<file path="src/rtl/nn_weight_sequencer.sv">
// nn_weight_sequencer
// Streams the signed 3-bit weights of one fully-connected layer to the
// ciphertext-by-weight product stage. For every input node i and every
// ciphertext word of that node, the OUT_NODES weights W[i][0..OUT_NODES-1]
// are read from a synchronous weight RAM and delivered in order.
//
// Ports:
//   clk_in, rst_in        clock, synchronous active-high reset
//   start_in              start pulse (honoured only when idle)
//   in_nodes_in           input-node count, latched at start
//   ct_words_in           ciphertext words per node, latched at start
//   busy_out / done_out   layer in progress / one-cycle completion pulse
//   w_rd_en_out           weight RAM read enable
//   w_rd_addr_out         weight RAM address (i*OUT_NODES + j)
//   w_rd_data_in          RAM data, RD_LATENCY cycles after the read
//   weights_valid_out     beat valid
//   weights_ready_in      downstream ready
//   weights_out           weight of the beat (bit-exact RAM copy)
//   weights_idx_out       output-node index j of the beat
//   word_idx_out          ciphertext word index of the beat
//   node_idx_out          input-node index i of the beat
//
// Handshake: a beat transfers in every cycle where weights_valid_out and
// weights_ready_in are both high; while ready is low the beat and its tags
// are held unchanged, and valid never drops once raised until transfer.
module nn_weight_sequencer #(
    parameter int OUT_NODES    = 10,
    parameter int MAX_IN_NODES = 784,
    parameter int ADDR_W       = 14,
    parameter int RD_LATENCY   = 2,
    parameter int FIFO_DEPTH   = 4
) (
    input  logic              clk_in,
    input  logic              rst_in,
    input  logic              start_in,
    input  logic [9:0]        in_nodes_in,
    input  logic [9:0]        ct_words_in,
    output logic              busy_out,
    output logic              done_out,
    output logic              w_rd_en_out,
    output logic [ADDR_W-1:0] w_rd_addr_out,
    input  logic [2:0]        w_rd_data_in,
    output logic              weights_valid_out,
    output logic [2:0]        weights_out,
    output logic [5:0]        weights_idx_out,
    output logic [9:0]        node_idx_out,
    output logic [9:0]        word_idx_out,
    input  logic              weights_ready_in
);

    typedef enum logic [1:0] {
        IDLE = 2'd0,
        RUN  = 2'd1,
        ZERO = 2'd2   // empty layer: one busy cycle, then done
    } state_t;

    localparam int PW = (FIFO_DEPTH > 1) ? $clog2(FIFO_DEPTH) : 1;
    localparam int CW = $clog2(FIFO_DEPTH + RD_LATENCY + 1) + 1;
    localparam logic [5:0] J_LAST = 6'(OUT_NODES - 1);
    localparam logic [9:0] MAX_N  = 10'(MAX_IN_NODES);

    state_t state_q, state_d;
    logic   done_q, done_d;

    logic [9:0] n_nodes, n_words;

    // Issue-side counters; base tracks ii*OUT_NODES without a multiplier.
    logic [5:0]        ij;
    logic [9:0]        iw, ii;
    logic [ADDR_W-1:0] base;
    logic              issue_done;

    logic [RD_LATENCY-1:0] vld_pipe;
    logic [CW-1:0]         inflight;

    logic [2:0]    fifo_mem [FIFO_DEPTH];
    logic [PW-1:0] wr_ptr, rd_ptr;
    logic [CW-1:0] count;

    // Output-side counters regenerate the beat tags in delivery order.
    logic [5:0] oj;
    logic [9:0] ow, oi;

    logic rd_en, push, pop, valid, last_beat;

    always_comb begin
        inflight = '0;
        for (int k = 0; k < RD_LATENCY; k++) begin
            inflight = inflight + CW'(vld_pipe[k]);
        end
    end

    always_comb begin
        valid     = (count != '0);
        pop       = valid && weights_ready_in;
        push      = vld_pipe[RD_LATENCY-1];
        // Credit check: entries held plus reads in flight must stay within
        // the FIFO, so returning data always has a slot.
        rd_en     = (state_q == RUN) && !issue_done &&
                    ((count + inflight) < CW'(FIFO_DEPTH));
        last_beat = (oj == J_LAST) && (ow == n_words - 10'd1) &&
                    (oi == n_nodes - 10'd1);
    end

    always_comb begin
        state_d = state_q;
        done_d  = 1'b0;
        case (state_q)
            IDLE: begin
                if (start_in) begin
                    if (in_nodes_in == '0 || ct_words_in == '0) state_d = ZERO;
                    else                                        state_d = RUN;
                end
            end
            RUN: begin
                if (pop && last_beat) begin
                    state_d = IDLE;
                    done_d  = 1'b1;
                end
            end
            ZERO: begin
                state_d = IDLE;
                done_d  = 1'b1;
            end
            default: state_d = IDLE;
        endcase
    end

    always_ff @(posedge clk_in) begin
        if (rst_in) begin
            state_q    <= IDLE;
            done_q     <= 1'b0;
            n_nodes    <= '0;
            n_words    <= '0;
            ij         <= '0;
            iw         <= '0;
            ii         <= '0;
            base       <= '0;
            issue_done <= 1'b0;
            vld_pipe   <= '0;
            wr_ptr     <= '0;
            rd_ptr     <= '0;
            count      <= '0;
            oj         <= '0;
            ow         <= '0;
            oi         <= '0;
        end else begin
            state_q <= state_d;
            done_q  <= done_d;

            vld_pipe[0] <= rd_en;
            for (int k = 1; k < RD_LATENCY; k++) begin
                vld_pipe[k] <= vld_pipe[k-1];
            end

            if (state_q == IDLE && start_in) begin
                n_nodes    <= (in_nodes_in > MAX_N) ? MAX_N : in_nodes_in;
                n_words    <= ct_words_in;
                ij         <= '0;
                iw         <= '0;
                ii         <= '0;
                base       <= '0;
                issue_done <= 1'b0;
                oj         <= '0;
                ow         <= '0;
                oi         <= '0;
            end

            if (rd_en) begin
                if (ij == J_LAST) begin
                    ij <= '0;
                    if (iw == n_words - 10'd1) begin
                        iw <= '0;
                        if (ii == n_nodes - 10'd1) begin
                            issue_done <= 1'b1;
                        end else begin
                            ii   <= ii + 10'd1;
                            base <= base + ADDR_W'(OUT_NODES);
                        end
                    end else begin
                        iw <= iw + 10'd1;
                    end
                end else begin
                    ij <= ij + 6'd1;
                end
            end

            if (push) begin
                wr_ptr <= (wr_ptr == PW'(FIFO_DEPTH - 1)) ? '0 : wr_ptr + 1'b1;
            end

            if (pop) begin
                rd_ptr <= (rd_ptr == PW'(FIFO_DEPTH - 1)) ? '0 : rd_ptr + 1'b1;
                if (oj == J_LAST) begin
                    oj <= '0;
                    if (ow == n_words - 10'd1) begin
                        ow <= '0;
                        oi <= oi + 10'd1;
                    end else begin
                        ow <= ow + 10'd1;
                    end
                end else begin
                    oj <= oj + 6'd1;
                end
            end

            count <= count + CW'(push) - CW'(pop);
        end
    end

    // Storage needs no reset: nothing reaches the outputs unless counted valid.
    always_ff @(posedge clk_in) begin
        if (push) begin
            fifo_mem[wr_ptr] <= w_rd_data_in;
        end
    end

    always_comb begin
        busy_out          = (state_q == RUN) || (state_q == ZERO);
        done_out          = done_q;
        w_rd_en_out       = rd_en;
        w_rd_addr_out     = rd_en ? (base + ADDR_W'(ij)) : '0;
        weights_valid_out = valid;
        weights_out       = valid ? fifo_mem[rd_ptr] : '0;
        weights_idx_out   = valid ? oj : '0;
        word_idx_out      = valid ? ow : '0;
        node_idx_out      = valid ? oi : '0;
    end

endmodule

</file>
<file path="config.mk">
export PLATFORM = sky130hd
export DESIGN_NAME = nn_weight_sequencer
export DESIGN_NICKNAME = d
export VERILOG_FILES = /design/src/rtl/nn_weight_sequencer.sv
export SDC_FILE = /design/constraint.sdc
export NUM_CORES = 1
export LEC_CHECK = 0
export CORE_MARGIN = 4
export CORE_UTILIZATION = 58
export CTS_BUF_LIST = sky130_fd_sc_hd__clkbuf_4 sky130_fd_sc_hd__clkbuf_8
export CTS_CLUSTER_SIZE = 14
export DETAILED_ROUTE_END_ITERATION = 16
export PLACE_DENSITY = 0.81
export SLEW_MARGIN = 0
export SYNTH_ARGS = -nofsm -noshare
export SYNTH_HDL_FRONTEND = slang
export SYNTH_SLANG_ARGS = --single-unit
</file>
<file path="constraint.sdc">
create_clock -name clk_in -period 4.15 [get_ports clk_in]
set_input_delay 0.83 -clock clk_in [delete_from_list [all_inputs] [get_ports clk_in]]
set_output_delay 0.83 -clock clk_in [all_outputs]
set_load 0.02 [all_outputs]
</file>
=== Word-level counts from Yosys, hierarchy flattened ===
Memories as Yosys holds them, arrays and structs flattened. A register that Yosys moved wholly into a read port is not among the register bits.
Index checks and enable logic that the tools add are counted.

* Bits in registers: 100
* RAM bits: 12
* Output and inout bits: 47
* Word-level logic and storage cells: 114
* Memories: 1

* $add $sub $neg: 16
* Order comparisons: 2
* Equal/unequal tests: 12
* Muxes and demuxes: 50
* Reductions and logical operators: 17

{| class="wikitable"
|+ Memory list
! memory !! depth !! bits a word !! read ports !! clocked after Yosys merged registers in !! wr ports !! RTL line !! text
|-
| fifo_mem || 4 || 3 || 1 || 1 || 1 || 76 || <nowiki>logic [2:0] fifo_mem [FIFO_DEPTH];</nowiki>
|}

{| class="wikitable"
|+ Operators by type and width
! kind !! number
|-
| $mux 10 || 20
|-
| $mux 14 || 6
|-
| $add 10x1->10 const B || 4
|-
| $eq 10x10->1 || 4
|-
| $mux 6 || 6
|-
| $logic_not 10->1 || 2
|-
| $sub 10x1->10 const B || 2
|-
| $add 14x4->14 const B || 1
|-
| $add 14x6->14 || 1
|-
| $mux 2 || 7
|-
| $add 6x1->6 const B || 2
|-
| $eq 6x4->1 const B || 2
|-
| $gt 10x10->1 const B || 1
|-
| $mux 1 || 8
|-
| $logic_and 1x1->1 || 7
|-
| $eq 2x2->1 const B || 3
|-
| $add 2x1->2 const B || 2
|-
| $add 4x1->4 || 1
|-
| $add 4x2->4 || 1
|-
| $lt 4x3->1 const B || 1
|-
| $ne 2x2->1 const B || 2
|-
| $pmux 2 s2 || 1
|-
| $reduce_bool 2->1 || 2
|-
| $reduce_bool 4->1 || 1
|-
| 9 further kinds || 10
|}

=== Logic depth before layout (Yosys ltp) ===
Gate-level depths: netlist of the first run.

* Word-level depth: 7
* Gate-level depth with buffers: 13
* Depth with buffers taken out: 13

=== Least setup slack after synthesis of the first run ===
Ideal clock, no wire load.

* Kind: reg2out
* Start: register ij[0]
* End: output w_rd_addr_out[10]
* Arrival: 2.198 ns
* Required time: 3.320 ns
* Path slack: 1.122 ns
* Cell stages (with the launch flop): 9
* Cells stage by stage: dfxtp_1 > ha_1 > fa_1 > a21o_1 > a21oi_1 > o21bai_1 > a21oi_1 > o21ai_0 > a21oi_1

* Cells in the longest elaborated chain, start to end: 2

{| class="wikitable"
|+ RTL lines
! what !! RTL line !! text
|-
| start, declared || 68 || <nowiki>logic [5:0] ij;</nowiki>
|-
| start signal, assigned || 184 || <nowiki>ij <= ij + 6'd1;</nowiki>
|-
| $add 14x6->14 || 222 || <nowiki>w_rd_addr_out = rd_en ? (base + ADDR_W'(ij)) : '0;</nowiki>
|-
| $mux 14 || 222 ||
|-
| end, declared || 41 || <nowiki>output logic [ADDR_W-1:0] w_rd_addr_out,</nowiki>
|}

Every way passes these cells.

=== Final worst setup path of the first run ===
* Start: register ij[0]
* End: output w_rd_addr_out[8]

Same word-level chain as after synthesis.

==> parameters.txt, run 1 <==
Parameter                              Value

Run status
  Run status    finished clean

Worst setup path
  Kind of critical path    register to output port
  CP endpoint kind    output port
  Startpoint Class    register
  CP Data Required Time    3.32 ns
  Setup slack of the most critical reg-to-reg path    about 0.74 ns
  Crit path top cell by count    sky130_fd_sc_hd__a21oi_1
  Max stage delay cell, worst path    sky130_fd_sc_hd__clkdlybuf4s50_1
  Critical Path AT    3.11 ns
  Maximum fanout along the worst path    7
  Cells along the critical path    ha_1, fa_1, a21o_1, a21oi_1, o21bai_1, a21oi_2, o21ai_0, a21oi_1, clkdlybuf4s50_1
  Delay of the slowest critical-path stage    0.62 ns

Synth
  Count leader, synth    sky130_fd_sc_hd__dfxtp_1
  Leading post-synthesis cells by cell area    sky130_fd_sc_hd__dfxtp_1, sky130_fd_sc_hd__ha_1, sky130_fd_sc_hd__a21oi_1
  Number of distinct standard cells referenced by the synthesized netlist    70
  Warnings, synthesis    0
  Post-Syn Nets    964
  Seq cells post-synth    114
  Synth cell count leaders    sky130_fd_sc_hd__dfxtp_1, sky130_fd_sc_hd__nand2_1, sky130_fd_sc_hd__nor2_1, sky130_fd_sc_hd__a21oi_1, sky130_fd_sc_hd__and2_1
  Number of enable flip-flop cells after synthesis    12
  Sequential area share after synthesis    0.3270
  Ys async rst share    0
  Synth top area share    0.2780
  Post-synth design cell area    0.007346 sq mm
  Dominant synthesized flop cell    sky130_fd_sc_hd__dfxtp_1
  Avg Cell Area, Syn    between 8 and 9 sq um
  Number of instances in the synthesized netlist    903
  Cell taking the most area after synthesis    sky130_fd_sc_hd__dfxtp_1

Power and ir drop
  Internal power of the cells    approximately 2.2 mW
  Sequential power share    0.387
  Clock share of power    0.341
  Max VDD drop    just over 0.2 mV
  Proportion of power drawn by combinational gates    0.272
  Net Switching    1.032 mW
  Static power due to leakage    3.012 nW
  Total power per unit cell area    375.8 mW/mm^2
  Switching power share of the total    0.3208

Timing
  Setup repair after global routing missed its margin    no
  Setup Viol. Count Final    0
  Maximum clock rate    253.9 MHz
  Number of slew-limit violations in the final report    0
  Final worst path period share    0.9491
  Post-Route Skew    0.009839 ns
  Total negative slack for setup checks    0 ns
  Time the worst path needs with I/O delays and setup    3.939 ns
  Pin slew with the least headroom to its limit    0.8824 ns
  Total count of hold-check failures in the final report    0
  Max transition margin    0.4118
  Final critical-path setup slack    0.2112 ns

Clock tree
  Total number of clock tree sinks    114
  Clock tree from TritonCTS    done
  TritonCTS buffer count    17
  Largest buffer count on any clock path    2
  Clk slew on worst S/H paths    about 0.07 ns
  Clock latency of the later-clocked register in the worst-skew pair    ~0.46 ns
  Clock Root Buffer    sky130_fd_sc_hd__clkbuf_8
  Total number of H-tree levels    4

GRT
  GR Layer Usage met3    0.04443
  Met1 usage    0.3284
  Met2 Track Usage GR    0.3929
  GR Util All Layers    0.2472
  Number of global-route vias before repair    ~6,100
  Grt ovf    0
  Initial antenna violation count    0
  Pin count of the biggest net entering global routing    46
  Most crowded layer after global routing    met2
  Global-route wire length before repair    29.35 mm

Place
  Pre-CTS setup slack    0.5284 ns
  Cell area after placement    0.008130 sq mm
  Hpwl dp    12.60 mm
  Routability cong.    0.9213
  Number of input and output port buffers inserted    73

Finish
  Post-route cell area    0.008557 sq mm
  Share of layout cells above drive strength 1    0.06825
  Layout overhead on the synthesized area    16.49%
  Final Net Count    1,015
  Fraction of the core area covered by cells at the end of the flow    0.7007
  Final antenna diode count    0

Routing
  Total iterations of the first detailed-routing run    5
  Final WL    17.48 mm
  Number of remaining DRC errors    0
  Count of antenna-violating nets left after detailed routing    0
  Avg WL per Cell    around 15 um
  Detailed-route via count    6,709
  Mean number of vias per cell    approximately 5.9
  Number of DRC violations after detailed-routing iteration 0    between 400 and 500

Floorplanning
  Starting utilization of the core area    0.6015
  Die area    0.01453 sq mm
  Core outline area    0.01221 sq mm
  Std cell rows    40
  Die width    120.5 um
  Die extent in y    between 100 and 150 um
  Io pins    74

Worst hold path
  Hold Path Class    register to register

Job
  Max capacitance violation total    0
final cells by class:
| class | count | area (sq um) |
|---|---|---|
| Clock buffer | 18 | 241.5 |
| Clock inverter | 14 | 168.9 |
| Fill cell | 1020 | 3655 |
| Inverter | 32 | 120.1 |
| Multi-Input combinational cell | 706 | 4611 |
| Sequential cell | 114 | 2402 |
| Tap cell | 168 | 210.2 |
| Timing Repair Buffer | 83 | 803.3 |
path summary, 6_finish.rpt:
kind | from | to | cells past startpoint
min | base[0]$_SDFFE_PP0P_ | base[0]$_SDFFE_PP0P_ | 2
max | ij[0]$_SDFFE_PP0P_ | w_rd_addr_out[8] | 9
min reg2reg | base[0]$_SDFFE_PP0P_ | base[0]$_SDFFE_PP0P_ | 2
max reg2reg | ij[0]$_SDFFE_PP0P_ | ii[7]$_SDFF_PP0_ | 8
what timing repair did:
action / CTS / global route
hold buffers: 0 / 0
resized for setup: 0 / 3
setup buffers: 0 / 1
setup endpoints to repair: 0 / 13
layout by cell type (no fill, tap or decap), types with 5 or more instances in the layout:
master | Yosys | layout
sky130_fd_sc_hd__nand2b_1 | 17 | 17
sky130_fd_sc_hd__and3_1 | 25 | 25
sky130_fd_sc_hd__nand4_1 | 5 | 5
sky130_fd_sc_hd__nand2_1 | 84 | 83
sky130_fd_sc_hd__ha_1 | 32 | 32
sky130_fd_sc_hd__clkinv_1 | 0 | 6
sky130_fd_sc_hd__nor2b_1 | 10 | 10
sky130_fd_sc_hd__a21o_1 | 7 | 7
sky130_fd_sc_hd__or2_2 | 5 | 5
sky130_fd_sc_hd__clkdlybuf4s50_1 | 0 | 71
sky130_fd_sc_hd__nor4_1 | 8 | 8
sky130_fd_sc_hd__clkbuf_8 | 0 | 17
sky130_fd_sc_hd__nand3_1 | 36 | 36
sky130_fd_sc_hd__a2111oi_0 | 8 | 8
sky130_fd_sc_hd__a21oi_1 | 74 | 73
sky130_fd_sc_hd__buf_4 | 1 | 10
sky130_fd_sc_hd__nand3b_1 | 5 | 5
sky130_fd_sc_hd__inv_1 | 32 | 32
sky130_fd_sc_hd__edfxtp_1 | 12 | 12
sky130_fd_sc_hd__dfxtp_1 | 102 | 102
sky130_fd_sc_hd__nor3b_1 | 5 | 5
sky130_fd_sc_hd__xnor2_1 | 36 | 36
sky130_fd_sc_hd__o31ai_1 | 12 | 12
sky130_fd_sc_hd__a31oi_1 | 22 | 22
sky130_fd_sc_hd__nor3_1 | 19 | 19
sky130_fd_sc_hd__or4_1 | 13 | 13
sky130_fd_sc_hd__or3_1 | 19 | 19
sky130_fd_sc_hd__xor2_1 | 24 | 24
sky130_fd_sc_hd__mux2i_1 | 5 | 5
sky130_fd_sc_hd__a311oi_1 | 13 | 13
sky130_fd_sc_hd__o21ai_0 | 28 | 28
sky130_fd_sc_hd__and2_1 | 38 | 38
sky130_fd_sc_hd__a22oi_1 | 9 | 9
sky130_fd_sc_hd__nor2_1 | 77 | 77
power groups by stage:
| stage | sequential (mW) | clock [mW] | combinational [mW] |
|---|---|---|---|
| floorplan | 1.23 | 0 | 0.651 |
| global placement | 1.26 | 0 | 0.856 |
| detailed placement | 1.27 | 0 | 0.873 |
| CTS | 1.24 | 1.11 | 0.877 |
| global route | 1.25 | 1.16 | 0.984 |
| finish | 1.24 | 1.10 | 0.875 |
flip-flops by register name, indices dropped and copies added, names as in the netlist, 4 cells and up, named ones only:
register  cells
oi           10
ii           10
fifo_mem     12
oj            6
ij            6
count         4
iw           10
base         14
n_words      10
n_nodes      10
ow           10
kinds of logic (layout without fill, tap and decap cells):
group,count (synthesis),after routing,synth area share
multiplexers,8,8,0.01601
AND/OR/NAND/NOR,382,382,0.2749
buffers and inverters,83,147,0.04616
flip-flops,114,114,0.3270
adder cells (fa/ha/maj),34,34,0.05996
XOR/XNOR,62,62,0.07784
AO/OA/AOI/OAI,220,220,0.1981
per-layer routing:
metal  share of wire  vias to the layer above
li1                -                     3374
met1            0.46                     3092
met2            0.46                      207
met3           0.052                       36
met4           0.028                        0
met5               0                        -
critical path: cells and delay by family, from the launching register on:
| family | cells | cell delay (ns) |
|---|---|---|
| AOI/OAI and AO/OA | 6 | 1.02 |
| adders and majority gates | 2 | 0.65 |
| buffers and inverters | 1 | 0.62 |
| DFF | 1 | 0.36 |
stage by stage:
| step | std cells | hold slack (ns) | power [mW] |
|---|---|---|---|
| after floorplan | 903 | 0.4121 | 1.882 |
| after global placement | 1102 | 0.4206 | 2.120 |
| after detailed placement | 1102 | 0.4276 | 2.140 |
| after CTS | 1134 | 0.4374 | 3.233 |
| after global routing | 1135 | 0.4696 | 3.395 |
| final | 1135 | 0.4357 | 3.216 |
Power figures use the tool's default switching activity.
==> run 2, diff against run 1 <==
CORE_MARGIN = 3   (was 4)
==> parameters.txt, run 2 (synthesis gave the netlist of run 1 again) <==
Parameter                              Value

Power and ir drop
  Sum of internal, switching and leakage power    3.090 mW
  Static power due to leakage    2.985 nW
  Total power per unit cell area    362.1 mW/mm^2
  Max VDD drop    0.1763 mV

Timing
  Total count of hold-check failures in the final report    0
  Setup Viol. Count Final    0
  Pin slew with the least headroom to its limit    0.8600 ns
  Maximum clock rate    254.0 MHz
  Number of slew-limit violations in the final report    0
  Final critical-path setup slack    around 0.21 ns
  Time the worst path needs with I/O delays and setup    3.937 ns
  Post-Route Skew    0.01422 ns
  Worst Hold Margin    0.4339 ns
  Max transition margin    0.4261
  Final worst path period share    0.9487

Clock tree
  Clock tree from TritonCTS    done
  Clk slew on worst S/H paths    0.07 ns
  TritonCTS buffer count    17
  Clock latency of the later-clocked register in the worst-skew pair    0.44 ns
  Total number of H-tree levels    4
  Largest buffer count on any clock path    2
  Clock Root Buffer    sky130_fd_sc_hd__clkbuf_8
  Total number of clock tree sinks    114
  Number of buffers added to fix hold violations after cts    0

Floorplanning
  Die width    118.5 um
  Core outline area    0.01221 sq mm
  Die extent in y    118.5 um
  Starting utilization of the core area    0.6015
  Io pins    74
  Die area    ~0.014 sq mm
  Std cell rows    40

Finish
  Fraction of the core area covered by cells at the end of the flow    0.6987
  Largest registers    base x14, fifo_mem x12
  Final Net Count    1,018
  Share of layout cells above drive strength 1    0.07526
  Filler instances    985
  Post-route cell area    about 0.0085 sq mm
  Number of flip-flops under the largest register name    14
  Largest register by flop count    base
  Total area of multi-input combinational cells    0.004608 sq mm
  Commonest non-fill, non-tap cells in the layout    sky130_fd_sc_hd__dfxtp_1, sky130_fd_sc_hd__nand2_1, sky130_fd_sc_hd__nor2_1
  Layout overhead on the synthesized area    16.15%
  Most common cell after layout, fill and taps aside    sky130_fd_sc_hd__dfxtp_1
  Final antenna diode count    0
  Register cell area after layout    approximately 0.0024 sq mm

Worst setup path
  Maximum fanout along the worst path    6
  Startpoint Class    register
  Cells along the critical path    ha_1, fa_1, a21o_1, a21oi_1, o21bai_1, a21oi_2, buf_4, xnor2_1, nor2_1, clkdlybuf4s50_1
  Delay of the slowest critical-path stage    about 0.6 ns
  Max stage delay cell, worst path    sky130_fd_sc_hd__clkdlybuf4s50_1
  CP endpoint kind    output port
  Kind of critical path    register to output port
  Critical Path AT    3.11 ns
  CP Data Required Time    approximately 3.3 ns

Place
  Routability cong.    ~0.96
  Number of input and output port buffers inserted    73
  Pre-CTS setup slack    0.5451 ns
  Cell area after placement    0.008138 sq mm
  Hpwl dp    12.70 mm

Run status
  Run status    finished clean

Routing
  Avg WL per Cell    15.37 um
  Number of remaining DRC errors    0
  Final WL    ~17 mm
  Total iterations of the first detailed-routing run    5
  Detailed-route via count    between 6,000 and 7,000
  Count of antenna-violating nets left after detailed routing    0
  Mean number of vias per cell    5.930
  Number of DRC violations after detailed-routing iteration 0    ~520

GRT
  Met1 usage    0.3387
  GR Util All Layers    0.2525
  Met2 Track Usage GR    0.4153
  Initial antenna violation count    0
  Global-route wire length before repair    29.73 mm
  Number of global-route vias before repair    about 6,200
  Grt ovf    0
  Pin count of the biggest net entering global routing    45
  GR Layer Usage met3    0.05072
  Most crowded layer after global routing    met2

Worst hold path
  Hold Path Class    register to register

Job
  Max capacitance violation total    0
run 2: changes by cell type in the layout (fill, tap and decap cells not counted), moves of 3 or more:
cell / before / now
sky130_fd_sc_hd__buf_4: 10 / 13
sky130_fd_sc_hd__bufinv_16: 4 / 1
sky130_fd_sc_hd__clkinv_1: 6 / 1
sky130_fd_sc_hd__clkinv_4: 1 / 5
sky130_fd_sc_hd__inv_6: 0 / 3
run 2: metrics by stage:
step                      cells  setup TNS, ns
after global placement     1103              0
after detailed placement   1103              0
final                      1138              0
after global routing       1138       -0.02138
after CTS                  1135              0
after floorplan             903              0
run 2: layer usage:
metal  part of all wire  routed length (um)
met1               0.46                8060
met2               0.48                8391
met3              0.049                 851
met4              0.011                 189
met5                  0                   0
run 2: worst paths after layout:
kind         cells past startpoint                    to  slack (ns)               startpoint
min reg2reg                      2  base[0]$_SDFFE_PP0P_        0.43     base[0]$_SDFFE_PP0P_
max                             10      w_rd_addr_out[6]        0.21       ij[0]$_SDFFE_PP0P_
min                              2  base[0]$_SDFFE_PP0P_        0.43     base[0]$_SDFFE_PP0P_
max reg2reg                     10      ii[3]$_SDFF_PP0_        0.78  state_q[1]$_SDFFE_PP0P_
run 2: what timing repair did:
action,in CTS,in global routing
endpoints found under the setup margin,0,4
setup buffers,0,3
gates resized for setup,0,1
run 2: where the power goes:
part / internal [mW] / switching (mW) / leakage (nW)
registers: 1.17 / 0.0778 / 0.935
clock network: 0.475 / 0.491 / 0.184
logic: 0.373 / 0.507 / 1.87
run 2: cell type report:
type	count	area share
sequential	114	0.2816
timing repair buffer	86	0.09650
inverter	32	0.01408
clock inverter	15	0.01569
clock buffer	17	0.02742
multi-input combinational	706	0.5401
tap	168	0.02464
run 2: worst max-delay path, delay by kind of cell (launching register included):
kind	cells	cell delay [ns]
flip-flops	1	0.36
buffers and inverters	2	0.77
XOR/XNOR	1	0.05
AND/OR/NAND/NOR	1	0.09
adder cells (fa/ha/maj)	2	0.65
AO/OA/AOI/OAI	4	0.75
